### src/rtl/rv32_branch_predictor.sv
// ----------------------------------------------------------------------------
// rv32_branch_predictor
//
// Dynamic branch predictor for the 5-stage RV32I pipeline. IF stage does a
// combinational lookup into a direct-mapped BTB; EX stage resolves the
// control-transfer outcome, trains the BTB (2-bit bimodal counters) and
// produces the mispredict / redirect pair that flushes IF/ID and ID/EX.
//
// Ports:
//   clk, rst            clock; synchronous active-high reset
//   if_pc, if_valid     fetch PC and slot-valid qualifier
//   pred_taken          predicted taken for if_pc
//   pred_next_pc        BTB target when predicted taken, else if_pc+4
//   ex_valid            EX holds a real instruction
//   ex_pc, ex_is_cti    EX PC and branch/JAL/JALR flag
//   ex_taken, ex_target resolved outcome and target
//   ex_pred_taken/target  prediction carried down the pipe with the instr
//   mispredict          flush request, take redirect_pc
//   redirect_pc         correct next PC for the EX instruction
//   stat_cti, stat_miss saturating performance counters
//
// Interface qualifiers: there is no backpressure. if_valid and ex_valid are
// plain qualifiers sampled every cycle; a cycle with ex_valid=1 is one
// resolved instruction and is consumed unconditionally at the rising edge.
// ----------------------------------------------------------------------------
module rv32_branch_predictor #(
    parameter int          XLEN     = 32,
    parameter int          ENTRIES  = 64,
    parameter int          TAG_W    = 8,
    parameter int          MODE     = 1,
    parameter logic [1:0]  CNT_INIT = 2'b01,
    parameter int          STAT_W   = 32
) (
    input  logic              clk,
    input  logic              rst,
    input  logic [XLEN-1:0]   if_pc,
    input  logic              if_valid,
    output logic              pred_taken,
    output logic [XLEN-1:0]   pred_next_pc,
    input  logic              ex_valid,
    input  logic [XLEN-1:0]   ex_pc,
    input  logic              ex_is_cti,
    input  logic              ex_taken,
    input  logic [XLEN-1:0]   ex_target,
    input  logic              ex_pred_taken,
    input  logic [XLEN-1:0]   ex_pred_target,
    output logic              mispredict,
    output logic [XLEN-1:0]   redirect_pc,
    output logic [STAT_W-1:0] stat_cti,
    output logic [STAT_W-1:0] stat_miss
);

    localparam int IDX_W   = $clog2(ENTRIES);
    localparam bit MODE_EN = (MODE != 0);

    // BTB storage. Only valid and ctr need a reset value; tag/target are
    // qualified by valid.
    logic [ENTRIES-1:0] valid_q;
    logic [TAG_W-1:0]   tag_q    [ENTRIES];
    logic [XLEN-1:0]    target_q [ENTRIES];
    logic [1:0]         ctr_q    [ENTRIES];

    logic [STAT_W-1:0]  stat_cti_q;
    logic [STAT_W-1:0]  stat_miss_q;

    // IF-side index/tag
    logic [IDX_W-1:0] if_idx;
    logic [TAG_W-1:0] if_tag;
    logic             if_hit;

    // EX-side index/tag
    logic [IDX_W-1:0] ex_idx;
    logic [TAG_W-1:0] ex_tag;
    logic             ex_hit;
    logic             ex_cti_v;

    assign if_idx = if_pc[IDX_W+1:2];
    assign if_tag = if_pc[IDX_W+TAG_W+1:IDX_W+2];
    assign ex_idx = ex_pc[IDX_W+1:2];
    assign ex_tag = ex_pc[IDX_W+TAG_W+1:IDX_W+2];

    // Lookup reads the registered table only, so a same-cycle update to the
    // same entry is seen one cycle later.
    assign if_hit = if_valid & valid_q[if_idx] & (tag_q[if_idx] == if_tag);
    assign ex_hit = ex_valid & valid_q[ex_idx] & (tag_q[ex_idx] == ex_tag);

    always_comb begin
        pred_taken   = MODE_EN & if_hit & ctr_q[if_idx][1];
        pred_next_pc = if_pc + XLEN'(4);
        if (pred_taken) begin
            pred_next_pc = target_q[if_idx];
        end
    end

    assign ex_cti_v = ex_valid & ex_is_cti;

    // A wrong target only matters when the instruction actually went taken.
    // A non-CTI that was predicted taken (BTB alias) also needs a flush.
    always_comb begin
        mispredict = (ex_cti_v & ((ex_taken != ex_pred_taken) |
                                  (ex_taken & (ex_target != ex_pred_target))))
                   | (ex_valid & ~ex_is_cti & ex_pred_taken);
        redirect_pc = ex_pc + XLEN'(4);
        if (ex_cti_v & ex_taken) begin
            redirect_pc = ex_target;
        end
    end

    // Table update: one write port, driven from EX.
    always_ff @(posedge clk) begin
        if (rst) begin
            valid_q <= '0;
            for (int i = 0; i < ENTRIES; i++) begin
                ctr_q[i] <= CNT_INIT;
            end
        end else if (MODE_EN) begin
            if (ex_cti_v) begin
                if (ex_hit) begin
                    if (ex_taken) begin
                        if (ctr_q[ex_idx] != 2'b11) begin
                            ctr_q[ex_idx] <= ctr_q[ex_idx] + 2'd1;
                        end
                        target_q[ex_idx] <= ex_target;
                    end else if (ctr_q[ex_idx] != 2'b00) begin
                        ctr_q[ex_idx] <= ctr_q[ex_idx] - 2'd1;
                    end
                end else if (ex_taken) begin
                    // Allocate (or evict the aliasing entry) weakly taken.
                    valid_q[ex_idx]  <= 1'b1;
                    tag_q[ex_idx]    <= ex_tag;
                    target_q[ex_idx] <= ex_target;
                    ctr_q[ex_idx]    <= 2'b10;
                end
            end else if (ex_hit) begin
                // A non-CTI matched an entry: drop it so it stops predicting.
                valid_q[ex_idx] <= 1'b0;
            end
        end
    end

    // Saturating performance counters.
    always_ff @(posedge clk) begin
        if (rst) begin
            stat_cti_q  <= '0;
            stat_miss_q <= '0;
        end else begin
            if (ex_cti_v && (stat_cti_q != '1)) begin
                stat_cti_q <= stat_cti_q + STAT_W'(1);
            end
            if (mispredict && (stat_miss_q != '1)) begin
                stat_miss_q <= stat_miss_q + STAT_W'(1);
            end
        end
    end

    assign stat_cti  = stat_cti_q;
    assign stat_miss = stat_miss_q;

endmodule

### config.mk
export PLATFORM = sky130hd
export DESIGN_NAME = rv32_branch_predictor
export DESIGN_NICKNAME = d
export VERILOG_FILES = /design/src/rtl/rv32_branch_predictor.sv
export SDC_FILE = /design/constraint.sdc
export NUM_CORES = 2
export LEC_CHECK = 0
export BUFFER_PORTS_ARGS = -buffer_cell sky130_fd_sc_hd__buf_2
export CAP_MARGIN = 25
export CORE_MARGIN = 2
export CORE_UTILIZATION = 42
export DETAILED_ROUTE_END_ITERATION = 8
export PLACE_DENSITY = 0.61
export SETUP_SLACK_MARGIN = 0.4
export SLEW_MARGIN = 10
export SYNTH_ARGS = -nofsm -noshare
export SYNTH_HDL_FRONTEND = slang
export SYNTH_SLANG_ARGS = --single-unit
export TNS_END_PERCENT = 20
### constraint.sdc
create_clock -name clk -period 8.1 [get_ports clk]
set_input_delay 2.43 -clock clk [delete_from_list [all_inputs] [get_ports clk]]
set_output_delay 2.43 -clock clk [all_outputs]
set_load 0.05 [all_outputs]
==> Yosys cells after proc, flatten, opt, wreduce, memory -nomap -nowiden <==
Memories as Yosys holds them, arrays and structs flattened.
Index checks and enable logic that the tools add are counted.
{ "op_classes": {"add_sub_neg": 6, "n_mul": 0, "div_mod_pow": 0, "order_cmp": 3, "eq_ne": 8, "shift": 0, "muxes": 41, "n_bitwise": 20, "reduce_logical": 8} }
{ "ops": {"columns": ["op", "count"], "rows": [
  ["64-bit 2-to-1 mux", 4],
  ["32-bit 2-to-1 mux", 3],
  ["32-bit by 1-bit adder with 32-bit output, second input constant", 2],
  ["32-bit by 3-bit adder with 32-bit output, second input constant", 2],
  ["64-bit bitwise AND", 1],
  ["32-bit inequality test, second input constant", 2],
  ["64-bit inverter", 1],
  ["64-bit bitwise OR", 1],
  ["32-bit inequality test", 1],
  ["1-bit 2-to-1 mux", 27],
  ["8-bit equality test", 2],
  ["6-bit by 7-bit < comparator with 1-bit output, second input constant", 2],
  ["1-bit binary-select mux with 6-bit select", 2],
  ["1-bit bitwise AND", 11],
  ["1-bit demux with 6-bit select", 1],
  ["6-bit by 1-bit greater-or-equal comparator with 1-bit output, second input constant", 1],
  ["2-bit 2-to-1 mux", 3],
  ["6-bit 2-to-1 mux", 1],
  ["2-bit nonzero test", 3],
  ["1-bit bitwise OR", 5],
  ["2-bit inequality test, second input constant", 2],
  ["1-bit logical AND", 3],
  ["3-bit AND reduction", 1],
  ["2-bit by 1-bit adder with 2-bit output, second input constant", 1],
  ["other kinds (4)", 4]
]} }
{ "word_totals": {"reg_bits": 128, "latchBits": 0, "ramBits": 2688, "romBits": 0, "inputBits": 135, "out_inout_bits": 130, "elab_cells": 92, "memories": 3} }
{ "memory_table": {"columns": ["memory", "words", "width", "rd", "rd_clocked_by_memory_dff", "write_ports", "line", "text"], "rows": [
  ["target_q", 64, 32, 1, 0, 1, "60", "logic [XLEN-1:0] target_q [ENTRIES];"],
  ["tag_q", 64, 8, 2, 0, 1, "59", "logic [TAG_W-1:0] tag_q [ENTRIES];"],
  ["ctr_q", 64, 2, 2, 0, 64, "61", "logic [1:0] ctr_q [ENTRIES];"]
]} }

==> Logic depth before layout (Yosys ltp) <==
{ "logic_depth": {"ltp_word": 12, "depth_mapped": 16, "depth_no_buf": 10} }

==> Worst setup path before layout <==
No wires, ideal clock.
{ "synth_path": {"path_kind": "input to output", "from": "in if_pc[3]", "to": "out pred_next_pc[2]", "t_arrival_ns": 6.294, "t_required_ns": 5.670, "slack_ns": -0.624, "cell_stages": 12, "path_buffers": 5, "cell_sequence": "clkbuf_1 > clkbuf_1 > clkbuf_1 > mux4_2 > mux4_2 > mux4_2 > xnor2_1 > nand4_1 > or4_1 > buf_2 > buf_6 > mux2i_1"} }
{ "synth_via": {"elab_chain_len": 6, "elab_cells_between_ends": 10, "classes_between": "eq/ne: 1; mux: 3; bitwise: 3; memory: 3"} }
{ "synth_rtl": {"columns": ["item", "line", "text"], "rows": [
  ["start: declaration", "36", "input logic [XLEN-1:0] if_pc,"],
  ["branches (longest 5 deep; another with memory read 64 x 8 bit)", null, null],
  ["32-bit 2-to-1 mux *", "90", "if (pred_taken) begin"],
  ["end: declaration", "39", "output logic [XLEN-1:0] pred_next_pc,"]
]} }
Every way passes the cells marked *. The select of a mux whose other input is x is not followed.

==> Worst setup path after layout <==
{ "layout_path": {"from": "in if_pc[2]", "to": "out pred_next_pc[25]"} }
Same word-level chain as after synthesis.

==> metrics.yaml <==
logic_synthesis:
  ys_types: 78
  async_flop_share: 0
  syn_avg_cell_area_um2: 19.18
  yosys_warnings: 0
  post-synth-top-area-cell: "edfxtp_1"
  synth_edf_count: 2688
  ys.flop_type: "edfxtp_1"
  synth.top_cell.area_share: 0.6821
  netlist_area_mm2: 0.1183
  synth_area_leaders: "edfxtp_1 (68%), mux4_2 (17%), dfxtp_1 (2.2%)"
  netlist_instances: 6170
  ys_seq_area_frac: 0.7038
  ys_ff_latch: 2816
  syn_nets: 6309
final_layout:
  area_growth_pct: 16.46
  utilization: 0.4924
  mostFrequentLayoutCells: "edfxtp_1 (2,688), mux4_2 (894), buf_4 (370)"
  drive_gt1_frac: 0.3211
  nNetsFinal: 6866
  final_common_cell: "edfxtp_1"
sta:
  fin_ws_ns: -0.4863
  fin_setup_tns_ns: -14.17
  layout_min_cycle_time_ns: 8.586
  finClkSkew_ns: 0.06098
  relSlewSlack: 0.2606
  setup_viol: 33
  maxSlewViolCount: 0
  max_freq_ghz: 0.1165
  worstMarginPinSlew_ns: 1.109
  finalHoldViolCount: 0
  rsz0062_at_grt: "true"
  finalCritPeriodShare: 1.060
clocking:
  cts_root_buf: "clkbuf_16"
  cts.sinks: 2816
  clk_latency_ns: 0.92
  cts.path.max_buffers: 4
  hold_buffers: 0
  clk_pin_slew_ns: 0.06
  tritoncts: "yes"
  ctsHtreeMaxLevel: 5
  cts_buffers: 301
routing:
  via_per_inst: 6.418
  routed_wl_um: 386000
  firstDrtPassIters: 6
  ant_nets: 0
  via_count: 68680
  route.detailed.drc: 0
  dr.first_iter.drc_count: 10220
  avgRoutedWirePerCell_um: 36.07
pwr:
  power.share.clock: 0.426
  p_int_uw: 24450
  switching_share: 0.2279
  power_uw: 31660
  ir_drop_v: 0.0001899
  comb_power_share: 0.069
  switchingPower_uw: 7218
  power_density_mw_per_mm2: 229.8
  seq_power_share: 0.505
  cellLeakagePower_uw: 0.04337
global_route:
  grt_pass1_wl_um: 533500
  grt_remaining_overflow: 0
  track_usage: 0.2661
  antenna_found_initial: 30
  grt_max_degree: 104
  grt_pass1_vias: 67190
run_status:
  failed_checks: "setup timing"
  status: "complete, but fails checks"
hold_path:
  hp-class: "reg2reg"
placed_design:
  hpwlAfterDp_um: 242400
  portBuffers: 264
  gp_congestion: 0.9254
  dpl_worst_slack_ns: -1.063
floorplanning:
  coreArea_mm2: 0.2799
  die_width_um: 534.8
  dieArea_mm2: 0.2860
  die_y_um: 534.8
  rows: 194
  start_util: 0.4228
  io_pins: 265
setup_path:
  arrival_ns: 6.16
  endpoint_kind: "output pin"
  required_ns: 5.67
  path_max_fanout: 33
  start_kind: "input port"
  path_class: "in2out"
run:
  drv_cap: 0
==> what timing repair did <==
item | 4_1_cts | 5_1_grt
gates resized for setup | 20 | 3
cloned | 1 | 0
pin swaps | 0 | 0
endpoints found under the setup margin | 33 | 33
setup buffers | 4 | 0
==> logic make-up (layout without fill, tap and decap cells) <==
kind of cell / count (synthesis) / count (layout) / synth area share
flip-flops: 2816 / 2816 / 0.7038
multiplexers: 1072 / 1072 / 0.1861
AND/OR/NAND/NOR: 899 / 899 / 0.03617
AO/OA/AOI/OAI: 672 / 672 / 0.04351
buffers and inverters: 565 / 1359 / 0.01949
XOR/XNOR: 142 / 142 / 0.01051
adder cells (fa/ha/maj): 4 / 4 / 0.0004230
other: 0 / 14 / 0
==> stage by stage <==
stage          hold slack, ns  cell area (um^2)  cells
6_report               0.4948            137800  10700
3_5_place_dp           0.4834            128000  10140
2_1_floorplan          0.4678            118700   6170
5_1_grt                0.5110            137800  10690
3_3_place_gp           0.4798            127900  10140
4_1_cts                0.4925            137700  10690
==> final timing paths <==
kind,from,end,slack [ns],cells past startpoint
max reg2reg,tag_q[6][6]$_DFFE_PP_,ctr_q[2][0]$_SDFFCE_PN1P_,3.77,14
min,flip-flop,flip-flop,0.49,2
min reg2reg,flip-flop,flip-flop,0.49,2
max,if_pc[2],pred_next_pc[25],-0.49,11
==> metal layers <==
metal / track usage / vias to the layer above / share of wire
li1: - / 27080 / -
met1: 0.3531 / 36440 / 0.38
met4: 0.1324 / 14 / 0.058
met5: 0 / - / 0.00028
met3: 0.05400 / 850 / 0.097
met2: 0.4196 / 4294 / 0.47
==> critical path, cell delays in order <==
cell and delay (ns):
buf_16 0.17, buf_16 0.20, mux4_2 0.52, mux4_2 0.57, mux4_2 0.51, xnor2_1 0.18
nand2_1 0.09, or4_4 0.60, buf_12 0.22, mux2_4 0.35, buf_2 0.21
==> cell type report <==
cell class / count / area, um^2
tap: 3724 / 4659
inverter: 87 / 327.8
clock buffer: 387 / 8010
fill: 22630 / 142100
clock inverter: 153 / 1562
antenna: 14 / 35.03
timing repair buffer: 732 / 6501
multi-input combinational: 2789 / 33430
sequential: 2816 / 83280
==> sequential cells by signal, summed over array words and instances, names as in the netlist, named ones only <==
signal	cells
tag_q	512
stat_cti	32
target_q	2048
stat_miss	32
ctr_q	128
==> power by group through the flow <==
stage	Combinational [uW]	Sequential (uW)	Clock [uW]
final	2180	16000	13500
after global routing	2260	16000	14200
after CTS	2180	16000	13600
after detailed placement	2160	16300	0
after global placement	2140	16300	0
after floorplan	1160	16300	0
==> cell usage after synthesis, drive strengths merged, types with 80 or more instances <==
cell type	instances
inv	87
nor2	283
mux2	86
mux2i	92
edfxtp	2688
mux4	894
nor4	80
buf	174
dfxtp	128
nand3	88
clkbuf	304
o21ai	103
nand2	244
(Power assumes the default switching activity.)
